$ cat src/rtl/io_timer_port.sv
// rtl/io_timer_port.sv - CPU-mapped GPIO port with prescaled down-counting timer
module io_timer_port #(
  parameter logic [7:0] PORT_RESET = 8'h00,
  parameter logic [7:0] ADDR_BASE  = 8'h00
) (
  input  logic       clock,
  input  logic       reset,
  input  logic [7:0] address,
  input  logic       i_bar,
  input  logic       we,
  input  logic [7:0] dataout,
  output logic [7:0] io_rdata,
  input  logic [7:0] port_in,
  output logic [7:0] port_out,
  output logic       tmr_irq
);

  localparam logic [7:0] OFF_PORT_OUT = 8'd0;
  localparam logic [7:0] OFF_PORT_IN  = 8'd1;
  localparam logic [7:0] OFF_CTRL     = 8'd2;
  localparam logic [7:0] OFF_RELOAD   = 8'd3;
  localparam logic [7:0] OFF_COUNT    = 8'd4;
  localparam logic [7:0] OFF_STATUS   = 8'd5;
  localparam logic [7:0] OFF_PRESCALE = 8'd6;

  logic [7:0] offset;
  logic       wr_stb, rd_stb;
  logic       wr_port, wr_ctrl, wr_reload, wr_prescale, rd_status;
  logic [2:0] ctrl;
  logic [7:0] reload, count, prescale, pcnt;
  logic [1:0] status;
  logic [7:0] sync1, sync2, sync3;
  logic       tick, expire;

  assign offset      = address - ADDR_BASE;
  assign wr_stb      = i_bar & we;
  assign rd_stb      = i_bar & ~we;
  assign wr_port     = wr_stb && (offset == OFF_PORT_OUT);
  assign wr_ctrl     = wr_stb && (offset == OFF_CTRL);
  assign wr_reload   = wr_stb && (offset == OFF_RELOAD);
  assign wr_prescale = wr_stb && (offset == OFF_PRESCALE);
  assign rd_status   = rd_stb && (offset == OFF_STATUS);

  // A RELOAD write in the same cycle swallows the tick entirely.
  assign tick   = ctrl[0] && (pcnt == prescale) && !wr_reload;
  assign expire = tick && (count == 8'd0);

  assign tmr_irq = status[0] & ctrl[2];

  always_ff @(posedge clock or negedge reset) begin
    if (!reset) begin
      port_out <= PORT_RESET;
      ctrl     <= 3'd0;
      reload   <= 8'd0;
      count    <= 8'd0;
      status   <= 2'd0;
      prescale <= 8'd0;
      pcnt     <= 8'd0;
      sync1    <= 8'd0;
      sync2    <= 8'd0;
      sync3    <= 8'd0;
    end else begin
      sync1 <= port_in;
      sync2 <= sync1;
      sync3 <= sync2;

      if (wr_port)     port_out <= dataout;
      if (wr_prescale) prescale <= dataout;

      if (wr_ctrl)
        ctrl <= dataout[2:0];
      else if (expire && !ctrl[1])
        ctrl[0] <= 1'b0;

      if (wr_reload || (wr_ctrl && dataout[0] && !ctrl[0]))
        pcnt <= 8'd0;
      else if (ctrl[0])
        pcnt <= (pcnt == prescale) ? 8'd0 : pcnt + 8'd1;

      if (wr_reload) begin
        reload <= dataout;
        count  <= dataout;
      end else if (tick) begin
        if (count != 8'd0)
          count <= count - 8'd1;
        else if (ctrl[1])
          count <= reload;
      end

      // Set wins over the clear-on-read.
      status[0] <= expire | (status[0] & ~rd_status);
      status[1] <= (sync2 != sync3) | (status[1] & ~rd_status);
    end
  end

  always_comb begin
    io_rdata = 8'h00;
    if (rd_stb) begin
      case (offset)
        OFF_PORT_OUT: io_rdata = port_out;
        OFF_PORT_IN:  io_rdata = sync2;
        OFF_CTRL:     io_rdata = {5'd0, ctrl};
        OFF_RELOAD:   io_rdata = reload;
        OFF_COUNT:    io_rdata = count;
        OFF_STATUS:   io_rdata = {6'd0, status};
        OFF_PRESCALE: io_rdata = prescale;
        default:      io_rdata = 8'h00;
      endcase
    end
  end

endmodule
$ cat config.mk
export PLATFORM = sky130hd
export DESIGN_NAME = io_timer_port
export DESIGN_NICKNAME = d
export VERILOG_FILES = /design/src/rtl/io_timer_port.sv
export SDC_FILE = /design/constraint.sdc
export NUM_CORES = 1
export LEC_CHECK = 0
export CAP_MARGIN = 20
export CORE_MARGIN = 2
export CORE_UTILIZATION = 55
export DETAILED_ROUTE_END_ITERATION = 12
export PLACE_DENSITY_LB_ADDON = 0.08
export SYNTH_ARGS = -nofsm -noshare
export SYNTH_HDL_FRONTEND = slang
export SYNTH_SLANG_ARGS = --single-unit
$ cat constraint.sdc
create_clock -name clock -period 3.3 [get_ports clock]
set_clock_uncertainty 0.2 [all_clocks]
set_input_delay 0.495 -clock clock [delete_from_list [all_inputs] [get_ports clock]]
set_output_delay 0.495 -clock clock [all_outputs]
set_load 0.05 [all_outputs]
==> results.cfg, run 1 <==
[logic_synthesis]
synth-seq-cells = 69
synth-edff-count = 0
synth.area.mux_share = 0.0926
synth_async_sr_flop_share = 1.00
netlist_instances = 322
synth-seq-area-share = 0.509
synth.top_cell.area_share = 0.509
yosysWarnings = 0
synth_nets = 353
synth.avg_cell_area_um2 = 10.5
synth_top_family_by_area = simple AND/OR/NAND/NOR gates
yosys.area.top_type = dfrtp_1
synthFlopType = dfrtp_1
synth_area_mm2 = 0.00339
synth-simple-area-share = 0.187
synth_compound_area_frac = 0.115
synth.distinct_cells = 49
synth_area_leaders = dfrtp_1, mux2_2, nand2_1, xnor2_1, nand3_1
synth_xor_area_frac = 0.0516
synth-adder-area-share = 0.0111

[cts]
cts_buffer_depth = 2
clock_latency_ns = 0.34
cts_tree = done
cts_made_buffers = 9
cts.sink_count = 69
postCtsSetupRepairBufs = 0
clk_pin_slew_ns = 0.08
h-tree-depth = 3
clockRootBuffer = clkbuf_8

[critical_path]
endpoint_kind = primary output
crit_type = primary input to primary output
start_kind = primary input
path_max_fanout = 8
cp.required_ns = 2.60
critPathArrivalTime_ns = 2.44

[timing]
slew_viol_final = 0
tns_ns = 0
rsz0062_at_grt = no
min_period_ns = 3.13
min_period_over_period = 0.949
finalHoldViolations = 0
relSlewSlack = 0.589
fmaxAchievable_mhz = 319
worst_slew_pin_slew_ns = 0.614
setup_viol = 0

[job]
drv_cap = 0

[grt]
grt_pass1_wl_um = 13300
antenna_found_initial = 0
grtUsageTotal = 0.266
overflow = 0
grt_max_degree = 35
grt_pass1_vias = 2607

[die]
die_y_um = 82.5
core_mm2 = 0.00596
pin_count = 45
fp.dieW_um = 82.5
initial_utilization = 0.570
row_count = 28
die-area_mm2 = 0.00681

[place]
port_buffers = 44
dp_hpwl_um = 5950
post-place-cells = 434
gp_congestion = 0.869

[final_layout]
area_growth_pct = 25.1
final_cell_mix = dfrtp_1, nand2_1, clkdlybuf4s50_1
antennaDiodeCount = 0
final_common_cell = dfrtp_1
drive_gt1_frac = 0.186
nets = 402
final_cells = 451

[detailed_routing]
drc = 0
dr.pass1.iters = 5
wirelength_um = 8220
vias = 2741
drtIter0Drc = 245
final_antenna_net_count = 0
drt-wirelength-per-cell_um = 18.2
routed_via_density = 6.08

[power_and_ir_drop]
irDropWorstVdd_uv = 381
leakage_uw = 0.00185
power.density_mw_per_mm2 = 463

[hold_path]
hold_path.class = flop to flop

[outcome]
status = finished, final reports clean
==> per-layer routing <==
layer  GRT usage  wire length (um)
met4      0.0918               155
met5           0                 0
met3      0.0652               585
met1       0.374              3720
met2       0.404              3750
==> final cells by class <==
class,count,area (um^2)
flip-flops and latches,69,1730
fillers,453,1710
multi-input cells,227,1560
repair buffers,58,623
clock buffers,9,124
clock inverters,7,97.6
well taps,75,93.8
inverters,6,22.5
==> kinds of logic (layout without fill, tap and decap cells) <==
family          count (synthesis)  after routing
buf+inv                        26             80
flops                          69             69
simple gates                  122            122
compound gates                 54             54
xor+xnor                       20             20
fa+ha+maj                       3              3
mux                            28             28
==> per-stage QoR <==
stage / hold WS (ns) / worst slack, ns / total power, uW / cell area, um^2 / utilization
3_3_place_gp: 0.132 / 0.172 / 1200 / 4010 / 0.673
6_report: 0.151 / 0.170 / 1970 / 4240 / 0.713
2_1_floorplan: -0.000591 / 0.0130 / 1090 / 3390 / -
3_5_place_dp: 0.135 / 0.174 / 1200 / 4010 / 0.673
5_1_grt: 0.163 / 0.00829 / 2050 / 4240 / 0.713
4_1_cts: 0.152 / 0.164 / 1970 / 4240 / 0.712
==> what timing repair did <==
item | in CTS | in global routing
hold buffers | 1 | 0
setup endpoints to repair | 0 | 2
gates resized for setup | 0 | 1
hold endpoints to repair | 10 | 0
==> sequential cells by signal, summed over array words and instances, names as in the netlist <==
signal / cells
reload: 8
port_out: 8
count: 8
status: 2
ctrl: 3
pcnt: 8
sync2: 8
sync3: 8
prescale: 8
sync1: 8
==> critical path, cell delays in order <==
cell and delay, ns:
clkdlybuf4s50_1 0.41, nor4_2 0.31, and2b_1 0.21, and3_1 0.33, a22oi_1 0.14, a31oi_1 0.36, buf_12 0.19
==> cells in the mapped netlist (3+ instances only) <==
cell type / count
a21oi_1: 8
xor2_1: 9
a222oi_1: 5
nand4_1: 11
o2111ai_1: 5
mux2_2: 19
and2_1: 5
o211ai_1: 8
nor2_1: 13
ha_1: 3
nor3b_1: 3
o21ai_0: 7
clkbuf_1: 15
and3_1: 5
nand3_1: 18
inv_1: 6
dfrtp_1: 69
nor4_1: 3
a22oi_1: 7
mux2i_1: 7
o311ai_0: 3
xnor2_1: 11
nand2_1: 46
==> worst paths after layout <==
path / slack [ns] / depth (start not counted) / from / end
worst max-delay path: 0.17 / 7 / address[5] / io_rdata[0]
worst min-delay path: 0.15 / 0 / sync1[2]$_DFF_PN0_ / sync2[2]$_DFF_PN0_
worst max register to register: 0.71 / 5 / count[3]$_DFFE_PN0P_ / count[4]$_DFFE_PN0P_
worst min register to register: 0.15 / 0 / sync1[2]$_DFF_PN0_ / sync2[2]$_DFF_PN0_
max in group asynchronous: 1.85 / 3 / reset / reload[0]$_DFFE_PN0P_
min in group asynchronous: 0.34 / 2 / reset / sync1[4]$_DFF_PN0_
==> report_power, final <==
part	internal, uW	switching [uW]	leakage, uW	total (uW)
Combinational	120	127	0.000896	247
Sequential	893	58.0	0.000850	951
Clock	429	338	0.000106	767
Total	1440	524	0.00185	1970
No activity file was read; power rests on OpenSTA's default activity.
==> inputs of run 2 (changes only) <==
Settings changed: CAP_MARGIN 20 to 30, CORE_MARGIN 2 to 4, CORE_UTILIZATION 55 to 50.
Clock period 3.3 ns to 2.5 ns, I/O delays scaled along.
==> results.cfg, run 2 (synthesis gave the netlist of run 1 again) <==
[outcome]
status = finished, final reports clean

[cts]
cts.sink_count = 69
cts_made_buffers = 9
cts_buffer_depth = 2
clock_latency_ns = 0.35
clockRootBuffer = clkbuf_8
clk_pin_slew_ns = 0.07
cts_tree = done
h-tree-depth = 3

[final_layout]
nets = 431
antennaDiodeCount = 0
final_common_cell = dfrtp_1
final_cell_mix = dfrtp_1, nand2_1, buf_4
drive_gt1_frac = 0.296
area_growth_pct = 35.3
final_util = 0.711

[die]
pin_count = 45
die-area_mm2 = 0.00817
fp.dieW_um = 90.4
row_count = 29
initial_utilization = 0.525
die_y_um = 90.4
core_mm2 = 0.00646

[timing]
slew_viol_final = 0
rsz0062_at_grt = no
worst_slew_pin_slew_ns = 0.517
setup_viol = 0
min_period_ns = 2.41
tns_ns = 0
min_period_over_period = 0.964
finalHoldViolations = 0
fmaxAchievable_mhz = 415
relSlewSlack = 0.654

[critical_path]
r2r_end = count[2]$_DFFE_PN0P_
rr_startpoint = count[3]$_DFFE_PN0P_
path_max_fanout = 2
regToRegSetupSlack_ns = 0.12
r2r_cells = 6
endpoint_kind = primary output
cp.required_ns = 1.92
critPathArrivalTime_ns = 1.84
start_kind = primary input
crit_type = primary input to primary output

[place]
dp_hpwl_um = 6730
gp_congestion = 0.964
port_buffers = 44

[detailed_routing]
wl_met2_um = 4440
drt-wirelength-per-cell_um = 18.5
routed.top_layer = met4
wirelength_um = 8900
wl_met3_um = 361
dr.pass1.iters = 5
routed_via_density = 5.90
vias = 2842
met1_length_um = 3930
final_antenna_net_count = 0
drtIter0Drc = 190
drc = 0

[power_and_ir_drop]
leakage_uw = 0.00200
power_uw = 2480
power.density_mw_per_mm2 = 541
irDropWorstVdd_uv = 437

[hold_path]
hold_path.class = flop to flop
min_from = sync1[7]$_DFF_PN0_
holdPathEnd = sync2[7]$_DFF_PN0_
whs_path_depth = 0

[grt]
grt_pass1_vias = 2948
grt_max_degree = 31
grt_pass1_wl_um = 15100
antenna_found_initial = 0
overflow = 0
grtUsageTotal = 0.233

[job]
drv_cap = 0
-- run 2: changes by cell type in the layout (fill, tap and decap cells not counted), sizes merged --
| cell | change |
|---|---|
| clkbuf | +8 |
| clkdlybuf4s50 | -8 |
| buf | +30 |
| bufinv | -1 |
| clkinv | +1 |
| dlygate4sd2 | +1 |
| inv | -1 |
| clkinvlp | -1 |
-- run 2: worst max-delay path: stages --
cell             delay, ns
clkdlybuf4s50_1       0.46
nor3b_1               0.32
nand3_2               0.16
buf_4                 0.18
a31oi_4               0.17
buf_12                0.16
-- run 2: layout make-up --
type / count / area, um^2
inverter: 6 / 22.5
clock buffer: 11 / 131
fill: 463 / 1870
timing repair buffer: 87 / 857
sequential: 69 / 1730
multi-input combinational: 227 / 1700
clock inverter: 5 / 60.1
tap: 77 / 96.3
-- run 2: worst max path at each step --
stage / slack, ns / endpoint / startpoint / cells past startpoint
final: 0.09 / io_rdata[0] / i_bar / 6
after global routing: 0.005 / io_rdata[7] / address[7] / 8
after CTS: 0.004 / io_rdata[4] / address[4] / 8
after detailed placement: -0.31 / io_rdata[4] / address[5] / 7
after global placement: -0.27 / io_rdata[6] / address[5] / 7
after floorplan: 0.02 / io_rdata[0] / address[5] / 6
-- run 2: repair_timing --
action                     CTS  global route
setup endpoints to repair    8            11
cloned                       0             0
gates resized for setup     22            19
hold endpoints to repair    18             0
buffers inserted             1             1
hold buffers                 1             0
pin swaps                    4             9
-- run 2: through the flow --
stage	hold WS, ns	cell area, um^2	cells	setup slack, ns
5_1_grt	0.161	4590	482	0.00502
2_1_floorplan	-0.121	3500	322	0.0227
3_3_place_gp	0.133	4360	463	-0.274
6_report	0.151	4590	482	0.0896
4_1_cts	0.153	4580	481	0.00442
3_5_place_dp	0.137	4360	463	-0.310
-- run 2: power breakdown --
group,total [uW],switching [uW],internal (uW)
Clock,898,433,465
Combinational,333,164,169
Sequential,1250,71.1,1180
Total,2480,668,1810
-- run 2: metal layers --
metal | GRT usage | vias up
met2 | 0.385 | 65
li1 | - | 1331
met3 | 0.0525 | 15
met5 | 0 | -
met4 | 0.0638 | 0
met1 | 0.310 | 1431
